<file path="src/rtl/grid_pkg.sv">
`default_nettype none
// grid_pkg: shared sizes, cell indexing, scan state encoding and a row popcount helper.
// Revision 1.0 - initial release.
package grid_pkg;

  localparam int GRID_N = 8;
  localparam int CELLS  = 64;
  localparam int POP_W  = 7;

  typedef enum logic [1:0] {
    IDLE = 2'd0,
    SCAN = 2'd1,
    GAP  = 2'd2
  } scan_state_t;

  // r*8+c, returned at the exact width of a 64-cell index
  function automatic logic [5:0] idx(input logic [2:0] r, input logic [2:0] c);
    return {r, c};
  endfunction

  function automatic logic [3:0] popcnt8(input logic [7:0] b);
    logic [3:0] n;
    n = 4'd0;
    for (int i = 0; i < 8; i++) begin
      n = n + {3'b000, b[i]};
    end
    return n;
  endfunction

endpackage
`default_nettype wire

</file>
<file path="src/rtl/grid_popcount_seq.sv">
`default_nettype none
// grid_popcount_seq: counts live cells one row per cycle; count and done arrive 8 cycles after start.
// Revision 1.0 - initial release.
module grid_popcount_seq
  import grid_pkg::*;
(
  input  logic             clk,
  input  logic             rst_i,
  input  logic             start_i,
  input  logic [CELLS-1:0] grid_i,
  output logic [POP_W-1:0] count_o,
  output logic             done_o
);

  logic             busy_q, busy_d;
  logic [2:0]       row_q, row_d;
  logic [2:0]       rd_row;
  logic [POP_W-1:0] acc_q, acc_d;
  logic [POP_W-1:0] count_q, count_d;
  logic [POP_W-1:0] sum;
  logic             done_q, done_d;

  // grid_i must stay stable for the 8 counting cycles; the caller guarantees it
  always_comb begin
    rd_row  = start_i ? 3'd0 : row_q;
    sum     = (start_i ? {POP_W{1'b0}} : acc_q)
            + POP_W'(popcnt8(grid_i[idx(rd_row, 3'd0) +: GRID_N]));
    busy_d  = busy_q;
    row_d   = row_q;
    acc_d   = acc_q;
    count_d = count_q;
    done_d  = 1'b0;
    if (start_i) begin
      busy_d = 1'b1;
      row_d  = 3'd1;
      acc_d  = sum;
    end else if (busy_q) begin
      if (row_q == 3'd7) begin
        busy_d  = 1'b0;
        count_d = sum;
        done_d  = 1'b1;
      end else begin
        row_d = row_q + 3'd1;
        acc_d = sum;
      end
    end
  end

  always_ff @(posedge clk) begin
    if (rst_i) begin
      busy_q  <= 1'b0;
      row_q   <= 3'd0;
      acc_q   <= '0;
      count_q <= '0;
      done_q  <= 1'b0;
    end else begin
      busy_q  <= busy_d;
      row_q   <= row_d;
      acc_q   <= acc_d;
      count_q <= count_d;
      done_q  <= done_d;
    end
  end

  assign count_o = count_q;
  assign done_o  = done_q;

endmodule
`default_nettype wire

</file>
<file path="src/rtl/grid_scan_driver.sv">
`default_nettype none
// grid_scan_driver: double-buffered 8x8 generation, row-multiplexed with dwell and blanking.
// Revision 1.0 - initial release.
module grid_scan_driver
  import grid_pkg::*;
#(
  parameter int DWELL_CYC      = 1000,
  parameter int BLANK_CYC      = 16,
  parameter int ROW_ACTIVE_LOW = 0
) (
  input  logic              clk,
  input  logic              _rst,
  input  logic [CELLS-1:0]  grid_in,
  input  logic              grid_valid,
  output logic              grid_ready,
  output logic [GRID_N-1:0] row_sel,
  output logic [GRID_N-1:0] col_data,
  output logic              frame_done,
  output logic [POP_W-1:0]  pop_count,
  output logic              pop_valid
);

  localparam int MAXC = (DWELL_CYC > BLANK_CYC) ? DWELL_CYC : BLANK_CYC;
  localparam int CW   = $clog2(MAXC + 1);
  localparam logic [CW-1:0] DWELL_LAST = CW'(DWELL_CYC - 1);
  localparam logic [CW-1:0] BLANK_LAST = CW'((BLANK_CYC > 0) ? BLANK_CYC - 1 : 0);
  localparam logic [GRID_N-1:0] ROW_OFF = (ROW_ACTIVE_LOW != 0) ? 8'hFF : 8'h00;

  scan_state_t      state_q, state_d;
  logic [2:0]       row_q, row_d;
  logic [CW-1:0]    cnt_q, cnt_d;
  logic [CELLS-1:0] pend_q, pend_d;
  logic             pend_full_q, pend_full_d;
  logic [CELLS-1:0] active_q, active_d;
  logic             ready_q, ready_d;
  logic             pop_start_q;
  logic             promote, frame_end, row_end, xfer;
  logic [GRID_N-1:0] row_sel_q, row_sel_d, row_pin_d;
  logic [GRID_N-1:0] col_q, col_d;
  logic              frame_done_q, frame_done_d;

  always_ff @(posedge clk) begin
    if (_rst) begin
      state_q      <= IDLE;
      row_q        <= 3'd0;
      cnt_q        <= '0;
      pend_q       <= '0;
      pend_full_q  <= 1'b0;
      active_q     <= '0;
      ready_q      <= 1'b0;
      pop_start_q  <= 1'b0;
      row_sel_q    <= ROW_OFF;
      col_q        <= '0;
      frame_done_q <= 1'b0;
    end else begin
      state_q      <= state_d;
      row_q        <= row_d;
      cnt_q        <= cnt_d;
      pend_q       <= pend_d;
      pend_full_q  <= pend_full_d;
      active_q     <= active_d;
      ready_q      <= ready_d;
      pop_start_q  <= promote;
      row_sel_q    <= row_pin_d;
      col_q        <= col_d;
      frame_done_q <= frame_done_d;
    end
  end

  always_comb begin
    state_d   = state_q;
    row_d     = row_q;
    cnt_d     = cnt_q;
    promote   = 1'b0;
    frame_end = 1'b0;
    row_end   = 1'b0;
    case (state_q)
      IDLE: begin
        if (pend_full_q) begin
          promote = 1'b1;
          state_d = SCAN;
          row_d   = 3'd0;
          cnt_d   = '0;
        end
      end
      SCAN: begin
        if (cnt_q == DWELL_LAST) begin
          cnt_d = '0;
          if (BLANK_CYC > 0) state_d = GAP;
          else               row_end = 1'b1;
        end else begin
          cnt_d = cnt_q + CW'(1);
        end
      end
      GAP: begin
        if (cnt_q == BLANK_LAST) begin
          cnt_d   = '0;
          row_end = 1'b1;
        end else begin
          cnt_d = cnt_q + CW'(1);
        end
      end
      default: state_d = IDLE;
    endcase
    // A frame always restarts at row 0; only whether a new generation is swapped in differs
    if (row_end) begin
      state_d = SCAN;
      row_d   = row_q + 3'd1;
      if (row_q == 3'd7) begin
        frame_end = 1'b1;
        promote   = pend_full_q;
      end
    end

    // ready mirrors !full, so a transfer and a promotion can never coincide
    xfer        = grid_valid && ready_q;
    active_d    = promote ? pend_q : active_q;
    pend_d      = xfer ? grid_in : pend_q;
    pend_full_d = xfer ? 1'b1 : (promote ? 1'b0 : pend_full_q);
    ready_d     = !pend_full_d;
  end

  always_comb begin
    row_sel_d    = '0;
    col_d        = '0;
    frame_done_d = frame_end;
    if (state_q == SCAN) begin
      row_sel_d = GRID_N'(1) << row_q;
      col_d     = active_q[idx(row_q, 3'd0) +: GRID_N];
    end
  end

  generate
    if (ROW_ACTIVE_LOW != 0) begin : g_row_active_low
      assign row_pin_d = ~row_sel_d;
    end else begin : g_row_active_high
      assign row_pin_d = row_sel_d;
    end
  endgenerate

  grid_popcount_seq u_popcount (
    .clk     (clk),
    .rst_i   (_rst),
    .start_i (pop_start_q),
    .grid_i  (active_q),
    .count_o (pop_count),
    .done_o  (pop_valid)
  );

  assign grid_ready = ready_q;
  assign row_sel    = row_sel_q;
  assign col_data   = col_q;
  assign frame_done = frame_done_q;

endmodule
`default_nettype wire
</file>
<file path="config.mk">
export PLATFORM = sky130hd
export DESIGN_NAME = grid_scan_driver
export DESIGN_NICKNAME = d
export VERILOG_FILES = /design/src/rtl/grid_pkg.sv /design/src/rtl/grid_popcount_seq.sv /design/src/rtl/grid_scan_driver.sv
export SDC_FILE = /design/constraint.sdc
export NUM_CORES = 1
export LEC_CHECK = 0
export BUFFER_PORTS_ARGS = -buffer_cell sky130_fd_sc_hd__buf_4
export CAP_MARGIN = 10
export CORE_MARGIN = 4
export CORE_UTILIZATION = 25
export CTS_BUF_LIST = sky130_fd_sc_hd__clkbuf_4 sky130_fd_sc_hd__clkbuf_8
export DETAILED_ROUTE_END_ITERATION = 10
export SYNTH_ARGS = -nofsm -noshare
export SYNTH_HDL_FRONTEND = slang
export SYNTH_SLANG_ARGS = --single-unit
</file>
<file path="constraint.sdc">
create_clock -name clk -period 5.87 [get_ports clk]
set_clock_uncertainty 0.2 [all_clocks]
set_input_delay 1.174 -clock clk [delete_from_list [all_inputs] [get_ports clk]]
set_output_delay 1.174 -clock clk [all_outputs]
set_load 0.02 [all_outputs]
</file>
==> impl_metrics.toml, run 1 <==
[floorplan]
io_pins = 93
initial_core_util = 0.254
die_w_um = 187
fp.dieH_um = 187
row_count = 65
core_mm2 = 0.0316
dieArea_mm2 = 0.0349

[worst_setup_path]
cp_max_fo = 15
regToRegSetupSlack_ns = 0.37
worstSetupEndpointType = "flip-flop"
worstReg2RegEnd = "u_popcount.acc_q[6]"
crit_slowest_cell = "dfxtp_1"
worstPathRequired_ns = 5.99
max_stage_delay_ns = 0.65
r2r-start = "u_popcount.row_q[2]"
ff2ff_path_depth = 17
critPathLaunchType = "flip-flop"
path_class = "flip-flop to flip-flop"
path_cells = "nand2b_1 > mux4_2 > nand2_1 > o21ai_0 > ha_1 > fa_1 > inv_1 > fa_1 > fa_1 > inv_1 > fa_1 > fa_1 > a21o_1 > a21o_1 > nand4_1 > xor2_1 > nor3_1"
crit_top_cell = "fa_1"
worstPathArrival_ns = 5.62

[routing]
drt_iter0_drc = 517
drcViolationCount = 0
drt_wl_total_um = 21100
vias = 6463
avgViaCountPerCell = 4.63
dr.pass1.iters = 5
wl_per_cell_um = 15.1
detail-route-antenna-nets = 0

[sta]
finalHoldViolCount = 0
hold_slack_ns = 0.251
fmax_mhz = 182
maxSlewViolCount = 0
worst_pin_slew_ns = 1.11
rsz0062_at_grt = "false"
tns_ns = 0
setup_violations = 0
min_period_over_period = 0.937
fin_crit_ns = 5.50
relSlewSlack = 0.263

[worst_hold_path]
min-delay-start = "pend_q[30]"
min_path_type = "flip-flop to flip-flop"
whs_path_depth = 2
whs_endpoint = "active_q[30]"

[run]
maxCapViolCount = 0

[synthesis]
synth_seq_area_share = 0.455
synth_cell_type_count = 54
synth_area_mm2 = 0.00800
synth-async-reset-ratio = 0
synth-edff-count = 0
syn_nets = 1011
synthFlopType = "dfxtp_1"
synth-seq-cells = 182
syn_inst = 920
avgSynthCellArea_um2 = 8.70
yosysWarnings = 0

[clocking]
cts_resized = 0
cts_tree = "built"
clk_latency_ns = 0.47
cts_max_level = 4
clkTransAtPathRegs_ns = 0.11
clockRootBuffer = "clkbuf_8"
cts.sink_count = 182
cts-hold-fix-buffers = 0
cts_made_buffers = 17
cts_setup_buffers = 0
cts_max_path_buffers = 2

[global_route]
grt_max_degree = 90
grt_pass1_vias = 6230
grt_util_met3 = 0.0328
grt_pass1_wl_um = 33900
grt.busiest_layer = "met2"
gr-usage-met2 = 0.187
track_usage = 0.119
grt_overflow = 0
use_met1 = 0.166
grt_antenna_before_repair = 1

[final_layout]
fin_area_mm2 = 0.00934
layout_common_cells = "294 x nand2_1, 182 x dfxtp_1, 136 x a21oi_1, 105 x buf_4, 29 x nor2_1"
fin_nets = 1073
drive_gt1_frac = 0.190
num_antenna_cells = 0
fin_cells = 1396
final_util = 0.296
syn_to_final_growth_pct = 16.7
final_common_cell = "nand2_1"

[power]
power_density_mw_per_mm2 = 247
p_leak_nw = 3.40
ir_drop_mv = 0.161

[status]
status = "finished clean"

[place]
numPlacedInstances = 1365
postPlaceCellArea_mm2 = 0.00893
portBuffers = 92
place.gp.congestion = 0.859
dp_hpwl_um = 15300
## power breakdown
group / switching [W] / internal, W
clock: 0.000539 / 0.000329
combinational: 0.0000951 / 0.0000647
sequential: 0.0000191 / 0.00126
## worst max-delay path, delay by kind of cell (launching register included)
kind	cells	cell delay (ns)
fa+ha+maj	6	2.74
flops	1	0.65
compound gates	3	0.53
simple gates	4	0.48
mux	1	0.47
xor+xnor	1	0.15
buf+inv	2	0.14
## routing by layer
metal / share of wire / wire length (um) / vias up
met1: 0.48 / 10000 / 3040
met3: 0.065 / 1360 / 14
li1: - / - / 3231
met2: 0.45 / 9530 / 176
met4: 0.0079 / 167 / 2
met5: 0.00062 / 13 / -
## cell type report
type | count | area [um2]
Fill cell | 3402 | 22200
Multi-Input combinational cell | 665 | 3960
Sequential cell | 182 | 3640
Timing Repair Buffer | 105 | 788
Tap cell | 402 | 503
Clock buffer | 17 | 234
Clock inverter | 14 | 173
Inverter | 11 | 41.3
## state kept, by name, indices dropped and copies added (netlist names)
name                cells
u_popcount.count_o      7
grid_ready              1
pop_start_q             1
state_q                 2
active_q               64
row_q                   3
u_popcount.row_q        3
frame_done              1
row_sel                 8
u_popcount.done_o       1
col_data                8
pend_q                 64
u_popcount.busy_q       1
pend_full_q             1
u_popcount.acc_q        7
cnt_q                  10
## synth_stat cells, types with 3 or more instances
library cell / instances / area share
nand2_1: 295 / 0.14
dfxtp_1: 182 / 0.46
a21oi_1: 136 / 0.085
clkbuf_1: 36 / 0.017
nor2_1: 29 / 0.014
mux4_2: 26 / 0.073
ha_1: 19 / 0.030
nand3_1: 17 / 0.011
a21oi_2: 15 / 0.016
o21ai_0: 13 / 0.0081
nor2b_1: 12 / 0.0094
inv_1: 10 / 0.0047
and2_1: 9 / 0.0070
buf_1: 9 / 0.0042
a22o_1: 8 / 0.0088
buf_2: 8 / 0.0050
buf_12: 6 / 0.015
mux2i_1: 6 / 0.0075
nand2b_1: 6 / 0.0047
nor3_1: 6 / 0.0038
o22ai_1: 6 / 0.0047
xnor2_1: 6 / 0.0066
xor2_1: 6 / 0.0066
fa_1: 5 / 0.013
o211ai_1: 4 / 0.0038
a21o_1: 3 / 0.0028
nor3b_1: 3 / 0.0028
or2_2: 3 / 0.0023
or3_1: 3 / 0.0023
## through the flow
stage | total power [W] | worst slack, ns
2_1_floorplan | 0.00141 | 0.560
3_3_place_gp | 0.00147 | 0.444
3_5_place_dp | 0.00147 | 0.381
4_1_cts | 0.00233 | 0.361
5_1_grt | 0.00241 | 0.0598
6_report | 0.00231 | 0.373
## cells by family (layout without fill, tap and decap cells)
| family | after synthesis | after routing | share of synthesized area |
|---|---|---|---|
| xor+xnor | 12 | 12 | 0.0131 |
| simple gates | 397 | 397 | 0.210 |
| fa+ha+maj | 24 | 24 | 0.0422 |
| mux | 33 | 33 | 0.0821 |
| flops | 182 | 182 | 0.455 |
| compound gates | 199 | 199 | 0.144 |
| buf+inv | 73 | 147 | 0.0532 |
## worst max-delay path by stage
stage                   startpoint  cells past startpoint               endpoint  slack, ns
2_1_floorplan          pop_start_q                     19  u_popcount.count_o[6]       0.56
3_3_place_gp   u_popcount.row_q[2]                     17    u_popcount.acc_q[6]       0.44
3_5_place_dp   u_popcount.row_q[2]                     17    u_popcount.acc_q[6]       0.38
4_1_cts        u_popcount.row_q[2]                     17    u_popcount.acc_q[6]       0.36
5_1_grt        u_popcount.row_q[2]                     17  u_popcount.count_o[4]       0.06
6_report       u_popcount.row_q[2]                     17    u_popcount.acc_q[6]       0.37
Power figures use the tool's default switching activity.
==> run 2, diff against run 1 <==
==> constraint.sdc (replaced) <==
create_clock -name clk -period 5 [get_ports clk]
set_clock_uncertainty 0.2 [all_clocks]
set_input_delay 1 -clock clk [delete_from_list [all_inputs] [get_ports clk]]
set_output_delay 1 -clock clk [all_outputs]
set_load 0.02 [all_outputs]
==> run 2 against run 1 <==
Worst hold slack gained 0.0029 ns. Fmax grew 13%. Critical path type unchanged. Combinational power grew 21%. Global-route usage grew 0.36 points. First-iteration DRC count shrank 13%. Register-to-register slack lost 0.25 ns. Final cell count grew 0.86%. Setup slack lost 0.25 ns. Design area grew 2.0%. Routed wire length grew 2.7%. Critical endpoint unchanged. Clock power grew 21%. Via count grew 1.0%.
==> impl_metrics.toml, run 2 (synthesis results as in run 1) <==
[status]
status = "finished clean"

[power]
p_int_w = 0.00197
clkPwrFrac = 0.383
power_frac_comb = 0.070
switching_power_w = 0.000782
seqPwrFrac = 0.547
p_leak_nw = 3.48
switching_share = 0.285
ir_drop_mv = 0.153
power_density_mw_per_mm2 = 289

[place]
dp_hpwl_um = 15800
postPlaceCellArea_mm2 = 0.00902
place.gp.congestion = 0.896
portBuffers = 92

[sta]
tns_ns = 0
maxSlewViolCount = 0
finalHoldViolCount = 0
relSlewSlack = 0.256
min_period_over_period = 0.975
worst_pin_slew_ns = 1.12
fin_crit_ns = 4.88
setup_violations = 0
fmax_mhz = 205

[final_layout]
final_common_cell = "nand2_1"
fin_area_mm2 = 0.00953
drive_gt1_frac = 0.212
top_regs = "active_q x64, pend_q x64, cnt_q x10"
n_fill_cell = 3405
syn_to_final_growth_pct = 19.0
layout_common_cells = "293 x nand2_1, 180 x dfxtp_1, 136 x a21oi_1, 113 x buf_4, 29 x nor2_1"
fin_nets = 1084
num_antenna_cells = 0

[clocking]
cts_tree = "built"
clkTransAtPathRegs_ns = 0.11
clk_latency_ns = 0.50
cts_max_level = 4
cts-hold-fix-buffers = 0
clockRootBuffer = "clkbuf_8"
cts.sink_count = 182
cts_max_path_buffers = 2
cts_made_buffers = 17

[global_route]
grt_max_degree = 86
grt_overflow = 0
track_usage = 0.123
grt_pass1_vias = 6438
grt_pass1_wl_um = 34600
grt_antenna_before_repair = 1

[floorplan]
fp.dieH_um = 187
io_pins = 93
die_w_um = 187
core_mm2 = 0.0316
dieArea_mm2 = 0.0349
initial_core_util = 0.254
row_count = 65

[routing]
drt_wl_total_um = 21700
dr.pass1.iters = 6
vias = 6529
drt_iter0_drc = 449
wl_per_cell_um = 15.4
detail-route-antenna-nets = 0
drcViolationCount = 0
avgViaCountPerCell = 4.64

[run]
maxCapViolCount = 0

[worst_setup_path]
critPathLaunchType = "flip-flop"
worstPathRequired_ns = 5.16
worstSetupEndpointType = "flip-flop"
ff2ff_path_depth = 15
worstPathArrival_ns = 5.04
cp_max_fo = 5
path_class = "flip-flop to flip-flop"

[worst_hold_path]
min_path_type = "flip-flop to flip-flop"
whs_path_depth = 2
==> run 2: cell count changes in the layout (fill, tap and decap cells not counted), sizes merged <==
cell | previous run | this run
inv | 18 | 15
clkinvlp | 2 | 1
clkinv | 5 | 9
buf | 105 | 116
clkbuf | 17 | 18
==> run 2: what timing repair did <==
item / 4_1_cts / 5_1_grt
gates resized for setup: 2 / 17
setup endpoints to repair: 1 / 8
pin swaps: 0 / 8
setup buffers: 0 / 1
==> run 2: path summary, 6_finish.rpt <==
path | from | end | slack (ns)
setup / recovery | u_popcount.row_q[0] | u_popcount.acc_q[6] | 0.12
hold / removal | u_popcount.acc_q[1] | u_popcount.acc_q[1] | 0.25
setup reg to reg | u_popcount.row_q[0] | u_popcount.acc_q[6] | 0.12
hold reg to reg | u_popcount.acc_q[1] | u_popcount.acc_q[1] | 0.25
==> run 2: power groups by stage <==
stage	logic, W	clock network [W]	registers, W
4_1_cts	0.000196	0.00108	0.00150
3_5_place_dp	0.000196	0	0.00154
6_report	0.000193	0.00105	0.00150
5_1_grt	0.000217	0.00114	0.00151
3_3_place_gp	0.000194	0	0.00153
2_1_floorplan	0.000128	0	0.00153
==> run 2: per-layer routing <==
metal | GRT usage | wire length (um) | vias to the layer above
met1 | 0.169 | 10300 | 3052
met3 | 0.0286 | 1090 | 36
met5 | 0 | 0 | -
met2 | 0.191 | 9780 | 180
li1 | - | - | 3261
met4 | 0.0421 | 479 | 0
==> run 2: through the flow <==
stage	std cells	setup slack [ns]	power (W)	util	hold slack [ns]
floorplan	920	0.0320	0.00166	-	0.227
global placement	1375	0.0356	0.00173	0.286	0.235
detailed placement	1375	-0.0393	0.00173	0.286	0.241
CTS	1407	0.0139	0.00278	0.300	0.256
global route	1408	-0.000159	0.00286	0.302	0.281
finish	1408	0.123	0.00275	0.302	0.254
==> run 2: worst max-delay path, cell delays in order, from the launching register on <==
cell     delay [ns]
dfxtp_1        0.44
nor2b_4        0.20
mux4_2         0.49
mux2_4         0.28
fa_1           0.55
inv_1          0.06
fa_1           0.49
fa_2           0.35
inv_2          0.07
fa_2           0.45
fa_2           0.41
a21o_1         0.19
a21o_1         0.21
nand4_1        0.14
xor2_1         0.17
nor3_1         0.06
==> run 2: final cells by class <==
class	instances	area, um2	share of cell area
flip-flops and latches	182	3650	0.383
multi-input cells	665	4000	0.420
repair buffers	116	886	0.0930
well taps	402	503	0.0528
inverters	11	45.0	0.00473
clock inverters	14	195	0.0205
clock buffers	18	248	0.0260
==> run 3, diff against run 2 <==
--- a/config.mk
+++ b/config.mk
@@ -8,9 +8,10 @@
 export BUFFER_PORTS_ARGS = -buffer_cell sky130_fd_sc_hd__buf_4
 export CAP_MARGIN = 10
 export CORE_MARGIN = 4
-export CORE_UTILIZATION = 25
+export CORE_UTILIZATION = 55
 export CTS_BUF_LIST = sky130_fd_sc_hd__clkbuf_4 sky130_fd_sc_hd__clkbuf_8
 export DETAILED_ROUTE_END_ITERATION = 10
+export PLACE_DENSITY = 0.79
 export SYNTH_ARGS = -nofsm -noshare
 export SYNTH_HDL_FRONTEND = slang
 export SYNTH_SLANG_ARGS = --single-unit
==> run 3 against run 2 <==
Routed wire length shrank 15%. Worst hold slack got worse by 0.0044 ns. Core utilization is 35 points higher. Critical path depth grew 1. Design area shrank 3.8%. First-iteration DRC count grew 12%. Sequential share of layout area increased by 1.5 points. Critical endpoint is now u_popcount.count_o[6].
==> impl_metrics.toml, run 3 (synthesis results as in run 1) <==
[floorplan]
dieArea_mm2 = 0.0165
die_w_um = 129
fp.dieH_um = 129
initial_core_util = 0.570
row_count = 43
io_pins = 93
core_mm2 = 0.0140

[worst_setup_path]
max_stage_delay_ns = 0.55
worst_path_dominant_cell_family = "adder cells"
worstPathArrival_ns = 5.02
worstPathRequired_ns = 5.16
crit_slowest_cell = "fa_1"
cp_max_fo = 7
critPathLaunchType = "flip-flop"
path_cells = "buf_6 > nor2b_4 > mux4_2 > mux2_4 > fa_1 > inv_2 > fa_1 > fa_2 > inv_2 > fa_2 > fa_2 > a21o_1 > a21o_1 > nand3_1 > xnor2_1 > a21o_1"
worstSetupEndpointType = "flip-flop"
path_buf_inv = 3
path_class = "flip-flop to flip-flop"

[global_route]
grt_antenna_before_repair = 0
grt_pass1_wl_um = 29700
grt_overflow = 0
use_met1 = 0.304
gr-usage-met2 = 0.358
grt_pass1_vias = 6066
grt.busiest_layer = "met2"
grt_max_degree = 108
grt_util_met3 = 0.0614
track_usage = 0.226

[final_layout]
final_util = 0.652
multi_input_area_mm2 = 0.00402
top_regs = "active_q x64, pend_q x64, cnt_q x10"
seqCellArea_mm2 = 0.00365
syn_to_final_growth_pct = 14.5
layout_common_cells = "292 x nand2_1, 179 x dfxtp_1, 135 x a21oi_1, 109 x buf_4, 29 x nor2_1"
final_common_cell = "nand2_1"
fin_area_mm2 = 0.00916
n_fill_cell = 1235
drive_gt1_frac = 0.215
num_antenna_cells = 0
fin_nets = 1080

[sta]
rsz0062_at_grt = "true"
fmax_mhz = 206
fin_crit_ns = 4.86
setup_slack_ns = 0.141
setup_violations = 0
relSlewSlack = 0.238
worst_pin_slew_ns = 1.14
maxSlewViolCount = 0
finalHoldViolCount = 0
min_period_over_period = 0.972

[status]
status = "finished clean"

[clocking]
cts_tree = "built"
clkTransAtPathRegs_ns = 0.10
clk_latency_ns = 0.47
cts_max_path_buffers = 2
cts_max_level = 4
clockRootBuffer = "clkbuf_8"
cts_made_buffers = 17
cts.sink_count = 182

[routing]
detail-route-antenna-nets = 0
avgViaCountPerCell = 5.53
wl_per_cell_um = 15.6
drt_wl_total_um = 18500
drcViolationCount = 0
drt_iter0_drc = 502
dr.pass1.iters = 7
vias = 6532

[place]
postPlaceCellArea_mm2 = 0.00871
dp_hpwl_um = 13100
portBuffers = 92
place.gp.congestion = 0.981
post-place-ws_ns = 0.00753

[power]
power_density_mw_per_mm2 = 288
switching_power_w = 0.000686
switching_share = 0.260
p_leak_nw = 3.43
power_frac_comb = 0.071
p_int_w = 0.00195
ir_drop_mv = 0.214
clkPwrFrac = 0.360
seqPwrFrac = 0.569

[worst_hold_path]
min_path_type = "flip-flop to flip-flop"

[run]
maxCapViolCount = 0
run 3: path summary, 6_finish.rpt:
| kind | start | end | slack (ns) | cells past startpoint |
|---|---|---|---|---|
| max | pop_start_q | u_popcount.count_o[6] | 0.14 | 16 |
| min | pend_q[16] | active_q[16] | 0.25 | 2 |
| max reg2reg | pop_start_q | u_popcount.count_o[6] | 0.14 | 16 |
| min reg2reg | pend_q[16] | active_q[16] | 0.25 | 2 |
run 3: worst min-delay path, delay by kind of cell, from the launching register on:
kind | cells | cell delay (ns)
DFF | 1 | 0.32
AOI/OAI and AO/OA | 1 | 0.05
and+or+nand+nor | 1 | 0.05
run 3: layer usage:
layer	part of all wire	routed length [um]	up-vias
li1	-	-	3252
met1	0.44	8080	3045
met2	0.47	8750	207
met3	0.073	1360	28
met4	0.016	303	0
met5	0	0	-
run 3: power groups by stage:
stage                     registers (W)  clock network (W)  logic, W
final                           0.00150           0.000949  0.000187
after detailed placement        0.00153                  0  0.000185
after global placement          0.00153                  0  0.000183
after CTS                       0.00150           0.000968  0.000185
after floorplan                 0.00153                  0  0.000128
after global routing            0.00151            0.00102  0.000209
run 3: repair_timing:
item | 4_1_cts | 5_1_grt
hold buffers | 0 | 0
endpoints found under the setup margin | 3 | 9
buffers inserted | 0 | 1
resized for setup | 1 | 22
pin swaps | 0 | 12
run 3: cell type report:
type | count | share of cell area
repair buffers | 112 | 0.0930
multi-input cells | 665 | 0.438
inverters | 11 | 0.00492
well taps | 180 | 0.0246
flip-flops and latches | 182 | 0.398
clock buffers | 20 | 0.0294
clock inverters | 12 | 0.0117
run 3: metrics by stage:
step	hold WS, ns	total power (W)	setup TNS [ns]	instances
global placement	0.236	0.00172	0	1149
CTS	0.246	0.00265	0	1181
floorplan	0.227	0.00166	0	920
detailed placement	0.240	0.00172	0	1149
finish	0.250	0.00264	0	1182
global route	0.278	0.00274	-0.153	1182
